<file path="src/rtl/ps2_kbd_pkg.sv">
// ---------------------------------------------------------------------------
// ps2_kbd_pkg
// Shared definitions for the PS/2 key sequencer slice: scan-code constants,
// sequencer FSM state encoding, the decoded key-event record and a small
// helper that recognises prefix bytes.
// No ports (package).
// ---------------------------------------------------------------------------
package ps2_kbd_pkg;

   localparam logic [7:0] SC_BREAK  = 8'hF0;
   localparam logic [7:0] SC_EXT    = 8'hE0;
   localparam logic [7:0] SC_LSHIFT = 8'h12;
   localparam logic [7:0] SC_RSHIFT = 8'h59;
   localparam logic [7:0] SC_CTRL   = 8'h14;
   localparam logic [7:0] SC_ALT    = 8'h11;
   localparam logic [7:0] SC_CAPS   = 8'h58;

   typedef enum logic [1:0] {
      S_IDLE   = 2'd0,
      S_POP    = 2'd1,
      S_DECODE = 2'd2,
      S_EMIT   = 2'd3
   } state_t;

   // One folded key event: prefixes removed, their meaning kept as flags.
   typedef struct packed {
      logic [7:0] code;
      logic       ext;
      logic       brk;
   } key_evt_t;

   function automatic logic is_prefix(input logic [7:0] c);
      return (c == SC_BREAK) || (c == SC_EXT);
   endfunction

endpackage

</file>
<file path="src/rtl/ps2_key_sequencer_if.sv">
// ---------------------------------------------------------------------------
// ps2_key_sequencer_if
// Bundles the two handshakes around the key sequencer:
//   receiver side : kb_data, kb_ready (FIFO head / non-empty), kb_nextdata_n
//                   (active-low pop strobe back to the receiver)
//   event side    : evt_valid/evt_ready handshake carrying evt_code,
//                   evt_ext, evt_break
// master = the sequencer, slave = the surrounding receiver + consumer.
// ---------------------------------------------------------------------------
interface ps2_key_sequencer_if;

   logic [7:0] kb_data;
   logic       kb_ready;
   logic       kb_nextdata_n;

   logic       evt_valid;
   logic       evt_ready;
   logic [7:0] evt_code;
   logic       evt_ext;
   logic       evt_break;

   modport master (
      input  kb_data, kb_ready, evt_ready,
      output kb_nextdata_n, evt_valid, evt_code, evt_ext, evt_break
   );

   modport slave (
      output kb_data, kb_ready, evt_ready,
      input  kb_nextdata_n, evt_valid, evt_code, evt_ext, evt_break
   );

endinterface

</file>
<file path="src/rtl/ps2_mod_tracker.sv">
// ---------------------------------------------------------------------------
// ps2_mod_tracker
// Holds modifier and caps-lock state, updated from each folded key event.
// Ports:
//   clk, clrn        clock, asynchronous active-low reset
//   strobe           one-cycle pulse: a key event is being decoded
//   code, ext, brk   the event (scan code, E0-prefixed, release)
//   mod_shift        left or right shift held (non-extended codes only)
//   mod_ctrl         ctrl held (extended or not)
//   mod_alt          alt held (extended or not)
//   caps_lock        toggles on every caps make
// ---------------------------------------------------------------------------
module ps2_mod_tracker
   import ps2_kbd_pkg::*;
(
   input  logic       clk,
   input  logic       clrn,
   input  logic       strobe,
   input  logic [7:0] code,
   input  logic       ext,
   input  logic       brk,
   output logic       mod_shift,
   output logic       mod_ctrl,
   output logic       mod_alt,
   output logic       caps_lock
);

   logic lshift_q, rshift_q, ctrl_q, alt_q, caps_q;

   // NOTE: sequential state uses non-blocking assignments so every register
   // samples pre-edge values regardless of statement order.
   always_ff @(posedge clk or negedge clrn) begin
      if (!clrn) begin
         lshift_q <= 1'b0;
         rshift_q <= 1'b0;
         ctrl_q   <= 1'b0;
         alt_q    <= 1'b0;
         caps_q   <= 1'b0;
      end else if (strobe) begin
         // Make sets, break clears; the two shifts are kept apart so that
         // releasing one while the other is held keeps shift asserted.
         if (!ext && code == SC_LSHIFT) lshift_q <= !brk;
         if (!ext && code == SC_RSHIFT) rshift_q <= !brk;
         if (code == SC_CTRL)           ctrl_q   <= !brk;
         if (code == SC_ALT)            alt_q    <= !brk;
         if (code == SC_CAPS && !brk)   caps_q   <= !caps_q;
      end
   end

   assign mod_shift = lshift_q | rshift_q;
   assign mod_ctrl  = ctrl_q;
   assign mod_alt   = alt_q;
   assign caps_lock = caps_q;

endmodule

</file>
<file path="src/rtl/ps2_key_sequencer.sv">
// ---------------------------------------------------------------------------
// ps2_key_sequencer
// Drains scan-code bytes from the PS/2 receiver FIFO, folds E0/F0 prefixes
// into single key events, tracks modifiers and presents events on a
// valid/ready port. Back-pressure on the event port stalls popping, so the
// receiver FIFO absorbs bytes meanwhile.
// Parameters:
//   CNT_W        width of the wrapping make-event counter key_cnt
//   TIMEOUT_CYC  idle cycles after a prefix before the pending prefix drops
// Ports:
//   clk, clrn    clock, asynchronous active-low reset
//   bus          ps2_key_sequencer_if.master (receiver pop + event handshake)
//   mod_shift, mod_ctrl, mod_alt, caps_lock   modifier state
//   key_cnt      make events emitted, modulo 2^CNT_W
// Build option:
//   PS2_REPEAT_FILTER_EN  swallow typematic repeats of the last make key
// ---------------------------------------------------------------------------
module ps2_key_sequencer
   import ps2_kbd_pkg::*;
#(
   parameter int CNT_W       = 8,
   parameter int TIMEOUT_CYC = 500000
) (
   input  logic                  clk,
   input  logic                  clrn,
   ps2_key_sequencer_if.master   bus,
   output logic                  mod_shift,
   output logic                  mod_ctrl,
   output logic                  mod_alt,
   output logic                  caps_lock,
   output logic [CNT_W-1:0]      key_cnt
);

   localparam int TO_W = $clog2(TIMEOUT_CYC + 1);

   state_t           state, state_nxt;
   logic [7:0]       code_r;
   logic             brk_f, ext_f;
   key_evt_t         dec_evt, pend_q, evt_q;
   logic             evt_valid_q;
   logic             nextdata_n_q;
   logic [CNT_W-1:0] cnt_q;
   logic [TO_W-1:0]  to_cnt;

   logic do_pop, do_evt, do_load, repeat_hit, to_run, to_hit;

   assign dec_evt = '{code: code_r, ext: ext_f, brk: brk_f};

`ifdef PS2_REPEAT_FILTER_EN
   logic       lm_valid;
   logic [8:0] lm_key;

   // A make that matches the remembered key is a typematic repeat.
   assign repeat_hit = !brk_f && lm_valid && (lm_key == {ext_f, code_r});

   always_ff @(posedge clk or negedge clrn) begin
      if (!clrn) begin
         lm_valid <= 1'b0;
         lm_key   <= '0;
      end else if (do_evt) begin
         if (!brk_f) begin
            lm_valid <= 1'b1;
            lm_key   <= {ext_f, code_r};
         end else if (lm_key == {ext_f, code_r}) begin
            lm_valid <= 1'b0;
         end
      end
   end
`else
   assign repeat_hit = 1'b0;
`endif

   // ---------------- FSM: state register ----------------
   always_ff @(posedge clk or negedge clrn) begin
      if (!clrn) state <= S_IDLE;
      else       state <= state_nxt;
   end

   // ---------------- FSM: next state and control strobes ----------------
   // NOTE: every always_comb output gets a default first so no path can
   // leave it unassigned and infer a latch.
   always_comb begin
      state_nxt = state;
      do_pop    = 1'b0;
      do_evt    = 1'b0;
      do_load   = 1'b0;
      case (state)
         S_IDLE: begin
            if (bus.kb_ready) begin
               do_pop    = 1'b1;
               state_nxt = S_POP;
            end
         end
         S_POP:    state_nxt = S_DECODE;
         S_DECODE: begin
            if (is_prefix(code_r) || repeat_hit) begin
               state_nxt = S_IDLE;
            end else begin
               do_evt    = 1'b1;
               state_nxt = S_EMIT;
            end
         end
         S_EMIT: begin
            if (!evt_valid_q || bus.evt_ready) begin
               do_load   = 1'b1;
               state_nxt = S_IDLE;
            end
         end
         default: state_nxt = S_IDLE;
      endcase
   end

   // Prefix timeout only runs while parked in IDLE with nothing to read.
   assign to_run = (brk_f | ext_f) && (state == S_IDLE) && !bus.kb_ready;
   assign to_hit = to_run && (to_cnt == TO_W'(TIMEOUT_CYC - 1));

   // ---------------- datapath ----------------
   // NOTE: all registers, data included, are reset because every output
   // has a defined value straight out of reset.
   always_ff @(posedge clk or negedge clrn) begin
      if (!clrn) begin
         code_r       <= '0;
         brk_f        <= 1'b0;
         ext_f        <= 1'b0;
         pend_q       <= '0;
         evt_q        <= '0;
         evt_valid_q  <= 1'b0;
         nextdata_n_q <= 1'b1;
         cnt_q        <= '0;
         to_cnt       <= '0;
      end else begin
         // Low for exactly the cycle after the pop decision.
         nextdata_n_q <= !do_pop;
         if (do_pop) code_r <= bus.kb_data;

         if (state == S_DECODE) begin
            if (code_r == SC_BREAK) begin
               brk_f <= 1'b1;
            end else if (code_r == SC_EXT) begin
               ext_f <= 1'b1;
            end else begin
               brk_f <= 1'b0;
               ext_f <= 1'b0;
            end
         end else if (to_hit) begin
            brk_f <= 1'b0;
            ext_f <= 1'b0;
         end

         if (do_pop || to_hit) to_cnt <= '0;
         else if (to_run)      to_cnt <= to_cnt + TO_W'(1);

         if (do_evt) begin
            pend_q <= dec_evt;
            if (!brk_f) cnt_q <= cnt_q + CNT_W'(1);
         end

         if (do_load) begin
            evt_q       <= pend_q;
            evt_valid_q <= 1'b1;
         end else if (bus.evt_ready) begin
            evt_valid_q <= 1'b0;
         end
      end
   end

   ps2_mod_tracker u_mod (
      .clk       (clk),
      .clrn      (clrn),
      .strobe    (do_evt),
      .code      (dec_evt.code),
      .ext       (dec_evt.ext),
      .brk       (dec_evt.brk),
      .mod_shift (mod_shift),
      .mod_ctrl  (mod_ctrl),
      .mod_alt   (mod_alt),
      .caps_lock (caps_lock)
   );

   assign bus.kb_nextdata_n = nextdata_n_q;
   assign bus.evt_valid     = evt_valid_q;
   assign bus.evt_code      = evt_q.code;
   assign bus.evt_ext       = evt_q.ext;
   assign bus.evt_break     = evt_q.brk;
   assign key_cnt           = cnt_q;

endmodule
</file>
<file path="src/flat_wrapper.sv">
// flat-port wrapper written by rule: the top's interface ports become plain ports
module ps2_key_sequencer_flat import ps2_kbd_pkg::*;
#(
   parameter int CNT_W       = 8,
   parameter int TIMEOUT_CYC = 500000
)
  (clk, clrn, mod_shift, mod_ctrl, mod_alt, caps_lock, key_cnt, bus_kb_data, bus_kb_ready, bus_evt_ready, bus_kb_nextdata_n, bus_evt_valid, bus_evt_code, bus_evt_ext, bus_evt_break);
  ps2_key_sequencer_if bus_i ();
  input  logic clk;
  input  logic clrn;
  output logic mod_shift;
  output logic mod_ctrl;
  output logic mod_alt;
  output logic caps_lock;
  output logic [CNT_W-1:0] key_cnt;
  input wire logic [$bits(bus_i.kb_data)-1:0] bus_kb_data;
  input wire logic [$bits(bus_i.kb_ready)-1:0] bus_kb_ready;
  input wire logic [$bits(bus_i.evt_ready)-1:0] bus_evt_ready;
  output wire logic [$bits(bus_i.kb_nextdata_n)-1:0] bus_kb_nextdata_n;
  output wire logic [$bits(bus_i.evt_valid)-1:0] bus_evt_valid;
  output wire logic [$bits(bus_i.evt_code)-1:0] bus_evt_code;
  output wire logic [$bits(bus_i.evt_ext)-1:0] bus_evt_ext;
  output wire logic [$bits(bus_i.evt_break)-1:0] bus_evt_break;
  assign bus_i.kb_data = bus_kb_data;
  assign bus_i.kb_ready = bus_kb_ready;
  assign bus_i.evt_ready = bus_evt_ready;
  assign bus_kb_nextdata_n = bus_i.kb_nextdata_n;
  assign bus_evt_valid = bus_i.evt_valid;
  assign bus_evt_code = bus_i.evt_code;
  assign bus_evt_ext = bus_i.evt_ext;
  assign bus_evt_break = bus_i.evt_break;
  ps2_key_sequencer #(.CNT_W(CNT_W), .TIMEOUT_CYC(TIMEOUT_CYC)) u_core (.clk(clk), .clrn(clrn), .bus(bus_i), .mod_shift(mod_shift), .mod_ctrl(mod_ctrl), .mod_alt(mod_alt), .caps_lock(caps_lock), .key_cnt(key_cnt));
endmodule
</file>
<file path="config.mk">
export PLATFORM = sky130hd
export DESIGN_NAME = ps2_key_sequencer_flat
export DESIGN_NICKNAME = d
export VERILOG_FILES = /design/src/rtl/ps2_kbd_pkg.sv /design/src/rtl/ps2_key_sequencer_if.sv /design/src/rtl/ps2_mod_tracker.sv /design/src/rtl/ps2_key_sequencer.sv /design/src/flat_wrapper.sv
export SDC_FILE = /design/constraint.sdc
export NUM_CORES = 1
export LEC_CHECK = 0
export ABC_CLOCK_PERIOD_IN_PS = 5470
export CELL_PAD_IN_SITES_DETAIL_PLACEMENT = 1
export CELL_PAD_IN_SITES_GLOBAL_PLACEMENT = 1
export CORE_MARGIN = 2
export CORE_UTILIZATION = 45
export CTS_CLUSTER_DIAMETER = 120
export DETAILED_ROUTE_END_ITERATION = 10
export PLACE_DENSITY = 0.89
export SLEW_MARGIN = 0
export SYNTH_ARGS = -nofsm -noshare
export SYNTH_HDL_FRONTEND = slang
export SYNTH_SLANG_ARGS = --single-unit
</file>
<file path="constraint.sdc">
create_clock -name clk -period 5.47 [get_ports clk]
set_clock_uncertainty 0.15 [all_clocks]
set_input_delay 0.547 -clock clk [delete_from_list [all_inputs] [get_ports clk]]
set_output_delay 0.547 -clock clk [all_outputs]
set_load 0.005 [all_outputs]
</file>
==> results of run 1 <==
[synthesized netlist by cell type, types with 2 or more instances]
cell type,count
a21oi_2,2
nand4_1,4
buf_2,4
mux2i_1,5
xor2_1,10
clkbuf_1,5
nand2b_1,2
nand3_1,6
o31ai_1,7
dfrtp_1,65
nand4b_1,4
or3_1,8
nor3b_1,2
xnor2_1,3
nor3_1,4
mux2_2,25
inv_1,10
nor2_1,13
and4_1,2
a21oi_1,14
nor4_1,4
and3_1,3
nor4b_1,4
ha_1,2
nand2_1,25
or4_1,5
o21ai_0,8
or4_4,3
[final cells by class]
type                       instances  area (sq um)  share of cell area
sequential                        66          1653              0.4536
multi-input combinational        176          1246              0.3420
timing repair buffer              37         360.3             0.09890
clock buffer                      10         137.6             0.03777
clock inverter                     6         112.6             0.03091
tap                               77         96.34             0.02644
inverter                          10         37.54             0.01030
[critical path: stages (launching register included)]
cell and delay [ns]:
dfrtp_1 0.44, or4b_1 0.55, o31ai_2 0.72, buf_4 0.34, nor2_1 0.09, mux2_1 0.35
[power groups by stage]
stage | sequential [W] | clock, W | combinational, W
2_1_floorplan | 0.000767 | 0 | 0.000342
5_1_grt | 0.000833 | 0.000546 | 0.000641
6_report | 0.000811 | 0.000516 | 0.000583
4_1_cts | 0.000809 | 0.000523 | 0.000592
3_3_place_gp | 0.000798 | 0 | 0.000554
3_5_place_dp | 0.000811 | 0 | 0.000581
[metal layers]
| layer | vias up | share of wire | track usage | routed length, um |
|---|---|---|---|---|
| li1 | 1016 | - | - | - |
| met1 | 1161 | 0.46 | 0.2878 | 3312 |
| met2 | 33 | 0.49 | 0.3530 | 3532 |
| met3 | 9 | 0.027 | 0.03696 | 196 |
| met4 | 0 | 0.019 | 0.09668 | 133 |
| met5 | - | 0 | 0 | 0 |
[registers in the layout (all words and copies together), names as in the netlist]
name / cells
u_core.pend_q: 10
u_core.u_mod.caps_lock: 1
u_core.key_cnt: 8
u_core.bus.evt_valid: 1
u_core.state: 2
u_core.bus.evt_code: 8
u_core.ext_f: 1
u_core.u_mod.lshift_q: 1
u_core.u_mod.mod_ctrl: 1
u_core.u_mod.mod_alt: 1
u_core.bus.evt_break: 1
u_core.to_cnt: 19
u_core.code_r: 8
u_core.brk_f: 1
u_core.u_mod.rshift_q: 1
u_core.bus.kb_nextdata_n: 1
u_core.bus.evt_ext: 1
[kinds of logic (layout without fill, tap and decap cells)]
| group | after synthesis | in the layout | synth area share |
|---|---|---|---|
| AO/OA/AOI/OAI | 34 | 34 | 0.06997 |
| XOR/XNOR | 13 | 13 | 0.03812 |
| adder cells (fa/ha/maj) | 2 | 2 | 0.008377 |
| buffers and inverters | 20 | 63 | 0.02933 |
| flip-flops | 66 | 66 | 0.5534 |
| multiplexers | 31 | 31 | 0.1148 |
| AND/OR/NAND/NOR | 96 | 96 | 0.1860 |
[metrics by stage]
stage	power (W)	hold WS [ns]	std cells	util
after floorplan	0.001109	0.1014	262	-
after global placement	0.001352	0.3076	366	0.5313
after detailed placement	0.001391	0.3132	366	0.5313
after CTS	0.001924	0.2576	382	0.5705
after global routing	0.002020	0.2852	382	0.5705
final	0.001910	0.2346	382	0.5705
[final timing paths]
check                      slack (ns)                      to
setup / recovery                 2.71       u_core.key_cnt[1]
hold / removal                   0.23        u_core.pend_q[7]
setup reg to reg                 2.71       u_core.key_cnt[1]
hold reg to reg                  0.34  u_core.u_mod.caps_lock
max in group asynchronous        4.40        u_core.to_cnt[4]
min in group clk                 0.34  u_core.u_mod.caps_lock
==> out/metrics.yaml, run 1 <==
sta:
  grt_setup_unrepaired: "false"
  slew_violations: 0
  fmax_mhz: 362.9
  finalHoldViolCount: 0
  worst_slack_ns: 2.714
  period_share: 0.5038
  worst_slew_pin_slew_ns: 1.071
  setup_violations: 0
  min_period_ns: 2.756
  setup_tns_ns: 0
  relSlewSlack: 0.2845
yosys:
  ys.flop_type: "dfrtp_1"
  synth.largest_area_cell: "dfrtp_1"
  ys_seq_elements: 66
  syn_avg_cell_area_sq_um: 11.40
  synth_nets: 276
  synth_cell_types: 41
  ys_seq_area_frac: 0.5534
  synth_area_leaders: "dfrtp_1 54%, mux2_2 9.4%, nand2_1 3.1%"
  synth_edf_count: 0
  synthArstFlopShare: 1.000
  synth_top_area_frac: 0.5446
  ys.warnings.count: 0
  synth_cells: 262
  syn-cell-area_sq_mm: 0.002987
routing:
  drc_errors: 0
  drt_iter0_drc: 166
  postRouteAntennaNets: 0
  routedWlPerCell_um: 18.78
  totalWireLength_um: 7175
  detail_route.first_pass.iterations: 4
  via_count: 2219
  routed_via_density: 5.809
clock_network:
  insertion_delay_ns: 0.35
  ctsHoldBuffers: 0
  clock-sinks: 66
  cts_tree: "built"
  clock_path_buffers: 2
  cts_resized: 0
  cts_buffers: 9
  postCtsSetupRepairBufs: 0
  cts.htree.levels: 3
  clk_pin_slew_worst_paths_ns: 0.08
  cts_root_buf: "clkbuf_8"
power:
  pwr-share-clk: 0.270
  p_sw_frac: 0.3191
  power_frac_seq: 0.424
  p_per_area_mw_per_mm2: 524.1
  p_leak_nw: 1.568
  ir_drop_uv: 275.0
  switchingPower_w: 0.0006094
  p_int_w: 0.001300
  power_frac_comb: 0.305
grt:
  grt_usage: 0.2176
  overflow: 0
  grt_first_pass_wirelength_um: 12190
  grt_max_degree: 67
  antenna_found_initial: 0
  grt_pass1_vias: 2374
floorplanning:
  coreArea_sq_mm: 0.006386
  die-area_sq_mm: 0.007304
  io_pins: 36
  chipWidth_um: 85.47
  rows: 29
  die_y_um: 85.47
  initial_core_util: 0.4677
cells_and_area:
  final_area_sq_mm: 0.003643
  drive_gt1_frac: 0.1836
  layout_commonest_cell: "dfrtp_1"
  nets: 314
  layout_common_cells: "65 x dfrtp_1, 34 x clkdlybuf4s50_1, 25 x nand2_1, 25 x mux2_2, 14 x a21oi_1"
  area_growth_syn_to_layout_pct: 21.99
  fillers: 682
  antenna_cells: 0
run_status:
  status: "completed"
placed_design:
  placed_area_sq_mm: 0.003393
  dp_hpwl_um: 4496
  gp_congestion: 0.7770
  place_ws_ns: 2.500
  io_buffers: 35
flow_run:
  drv_cap: 0
worst_setup_path:
  worstReg2RegStart: "u_core.code_r[0]"
  cp.arrival_ns: 2.84
  critPathMaxFanout: 13
  cp_data_required_time_ns: 5.56
  worstRegToRegCells: 5
  cp-startpoint: "u_core.code_r[0]"
  start_kind: "flop"
  crit_type: "reg -> reg"
  end_kind: "flop"
worst_hold_path:
  worstHoldPathType: "in -> async"
(Power assumes the default switching activity.)
==> run 2, diff against run 1 <==
- ABC_CLOCK_PERIOD_IN_PS: 5470 -> 2400
- CORE_UTILIZATION: 45 -> 40
- PLACE_DENSITY: 0.89 -> 0.85
- clock period: 5.47 -> 2.4 ns (I/O delays scaled with it)
==> out/metrics.yaml, run 2 (synthesized netlist as in run 1, its figures left out) <==
clock_network:
  clock-sinks: 66
  cts_buffers: 9
  cts_root_buf: "clkbuf_8"
  cts_tree: "built"
  clk_pin_slew_worst_paths_ns: 0.07
  insertion_delay_ns: 0.34
  clock_path_buffers: 2
  cts.htree.levels: 3
  postCtsSetupRepairBufs: 0
  cts_resized: 0
routing:
  drc_errors: 0
  via_count: 2204
  routedWlPerCell_um: 16.81
  postRouteAntennaNets: 0
  totalWireLength_um: 6924
  detail_route.first_pass.iterations: 4
  drt_iter0_drc: 62
  routed_via_density: 5.350
worst_setup_path:
  path_depth: 5
  crit_type: "reg -> reg"
  crit_path_top_delay_cell: "or4b_1"
  cp.arrival_ns: 2.32
  worstRegToRegCells: 5
  cpLargestDelayFamily: "simple AND/OR/NAND/NOR gates"
  path_buf_inv: 1
  critPathMaxFanout: 20
  cp_slowest_stage_delay_ns: 0.55
  start_kind: "flop"
  crit_path_cell_trace: "or4b_1, o31ai_2, buf_12, nor2_1, mux2_1"
  end_kind: "flop"
  cp_data_required_time_ns: 2.48
cells_and_area:
  layout_commonest_cell: "dfrtp_1"
  area_growth_syn_to_layout_pct: 24.47
  drive_gt1_frac: 0.1949
  nets: 322
  multi_input_area_sq_mm: 0.001246
  fillers: 783
  reg_top3: "u_core.to_cnt: 19 flops, u_core.pend_q: 10 flops"
  antenna_cells: 0
  final_cell_count_no_fill: 412
  largest_register_ffs: 19
  seq_area_sq_mm: 0.001653
  largest-register: "u_core.to_cnt"
  final_core_util: 0.5125
  layout_common_cells: "65 x dfrtp_1, 34 x clkdlybuf4s50_1, 25 x nand2_1, 25 x mux2_2, 14 x a21oi_1"
sta:
  holdWs_ns: 0.2990
  period_share: 0.9322
  setup_tns_ns: 0
  worst_slew_pin_slew_ns: 0.5298
  setup_violations: 0
  grt_setup_unrepaired: "false"
  slew_violations: 0
  fmax_mhz: 447.0
  relSlewSlack: 0.6459
  min_period_ns: 2.237
  finalHoldViolCount: 0
placed_design:
  dp_hpwl_um: 4832
  io_buffers: 35
  gp_congestion: 0.7982
  placed_cells: 395
power:
  pwr-share-clk: 0.222
  power_frac_comb: 0.350
  ir_drop_uv: 631.2
  switchingPower_w: 0.001366
  p_sw_frac: 0.3252
  p_int_w: 0.002834
  power_frac_seq: 0.429
  p_per_area_mw_per_mm2: 1130
  p_leak_nw: 1.589
  totalPowerFinal_w: 0.004201
run_status:
  status: "completed"
grt:
  grt_usage: 0.1866
  grt_pass1_vias: 2460
  grt_first_pass_wirelength_um: 12060
  grt_max_degree: 67
  antenna_found_initial: 0
  overflow: 0
floorplanning:
  initial_core_util: 0.4118
  die_y_um: 90.41
  io_pins: 36
  rows: 31
  die-area_sq_mm: 0.008174
  coreArea_sq_mm: 0.007253
  chipWidth_um: 90.41
flow_run:
  drv_cap: 0
worst_hold_path:
  worstHoldPathType: "in -> async"
run 2: cell types whose count changed in the layout (fill, tap and decap cells not counted), sizes merged:
| cell | before | now |
|---|---|---|
| buf | 3 | 10 |
| dlygate4sd3 | 0 | 1 |
| bufinv | 3 | 1 |
| clkinvlp | 0 | 1 |
| inv | 11 | 10 |
| clkbuf | 10 | 12 |
run 2: layout make-up:
cell class,count,share of cell area
Clock buffer,12,0.03904
Clock inverter,4,0.01380
Inverter,10,0.01010
Multi-Input combinational cell,176,0.3352
Sequential cell,66,0.4446
Tap cell,99,0.03332
Timing Repair Buffer,45,0.1239
run 2: repair_timing:
| action | in CTS | in global routing |
|---|---|---|
| hold endpoints to repair | 65 | 0 |
| hold buffers | 1 | 0 |
| endpoints found under the setup margin | 0 | 0 |
run 2: metrics by stage:
step | cell area, sq um | worst slack, ns
final | 3717 | 0.1628
after global routing | 3717 | 0.1002
after CTS | 3717 | 0.1654
after detailed placement | 3511 | 0.06367
after global placement | 3511 | 0.1141
after floorplan | 2987 | 0.2846
run 2: power by group through the flow:
stage               sequential, W  clock, W  combinational, W
detailed placement        0.00182         0           0.00148
floorplan                 0.00175         0          0.000779
CTS                       0.00181  0.000965           0.00149
global route              0.00185   0.00101           0.00161
finish                    0.00180  0.000931           0.00147
global placement          0.00179         0           0.00140
run 2: path summary, 6_finish.rpt:
kind / start / endpoint / slack [ns]
worst max-delay path: u_core.code_r[1] / u_core.key_cnt[1] / 0.16
worst min-delay path: clrn / u_core.to_cnt[11] / 0.30
worst max register to register: u_core.code_r[1] / u_core.key_cnt[1] / 0.16
worst min register to register: u_core.key_cnt[7] / u_core.key_cnt[7] / 0.32
max in group asynchronous: clrn / u_core.bus.kb_nextdata_n / 1.47
min in group clk: u_core.key_cnt[7] / u_core.key_cnt[7] / 0.32
run 2: layer usage:
metal	global-route usage	vias up	wire length, um
met3	0.05259	13	296
met2	0.3133	40	3486
li1	-	1028	-
met5	0	-	0
met1	0.2280	1123	2987
met4	0.07308	0	154
run 2: worst register-to-register path, cell delays in order, from the launching register on:
cell,delay [ns]
dfrtp_1,0.44
or4b_1,0.55
o31ai_2,0.36
buf_12,0.21
nor2_1,0.10
mux2_1,0.31
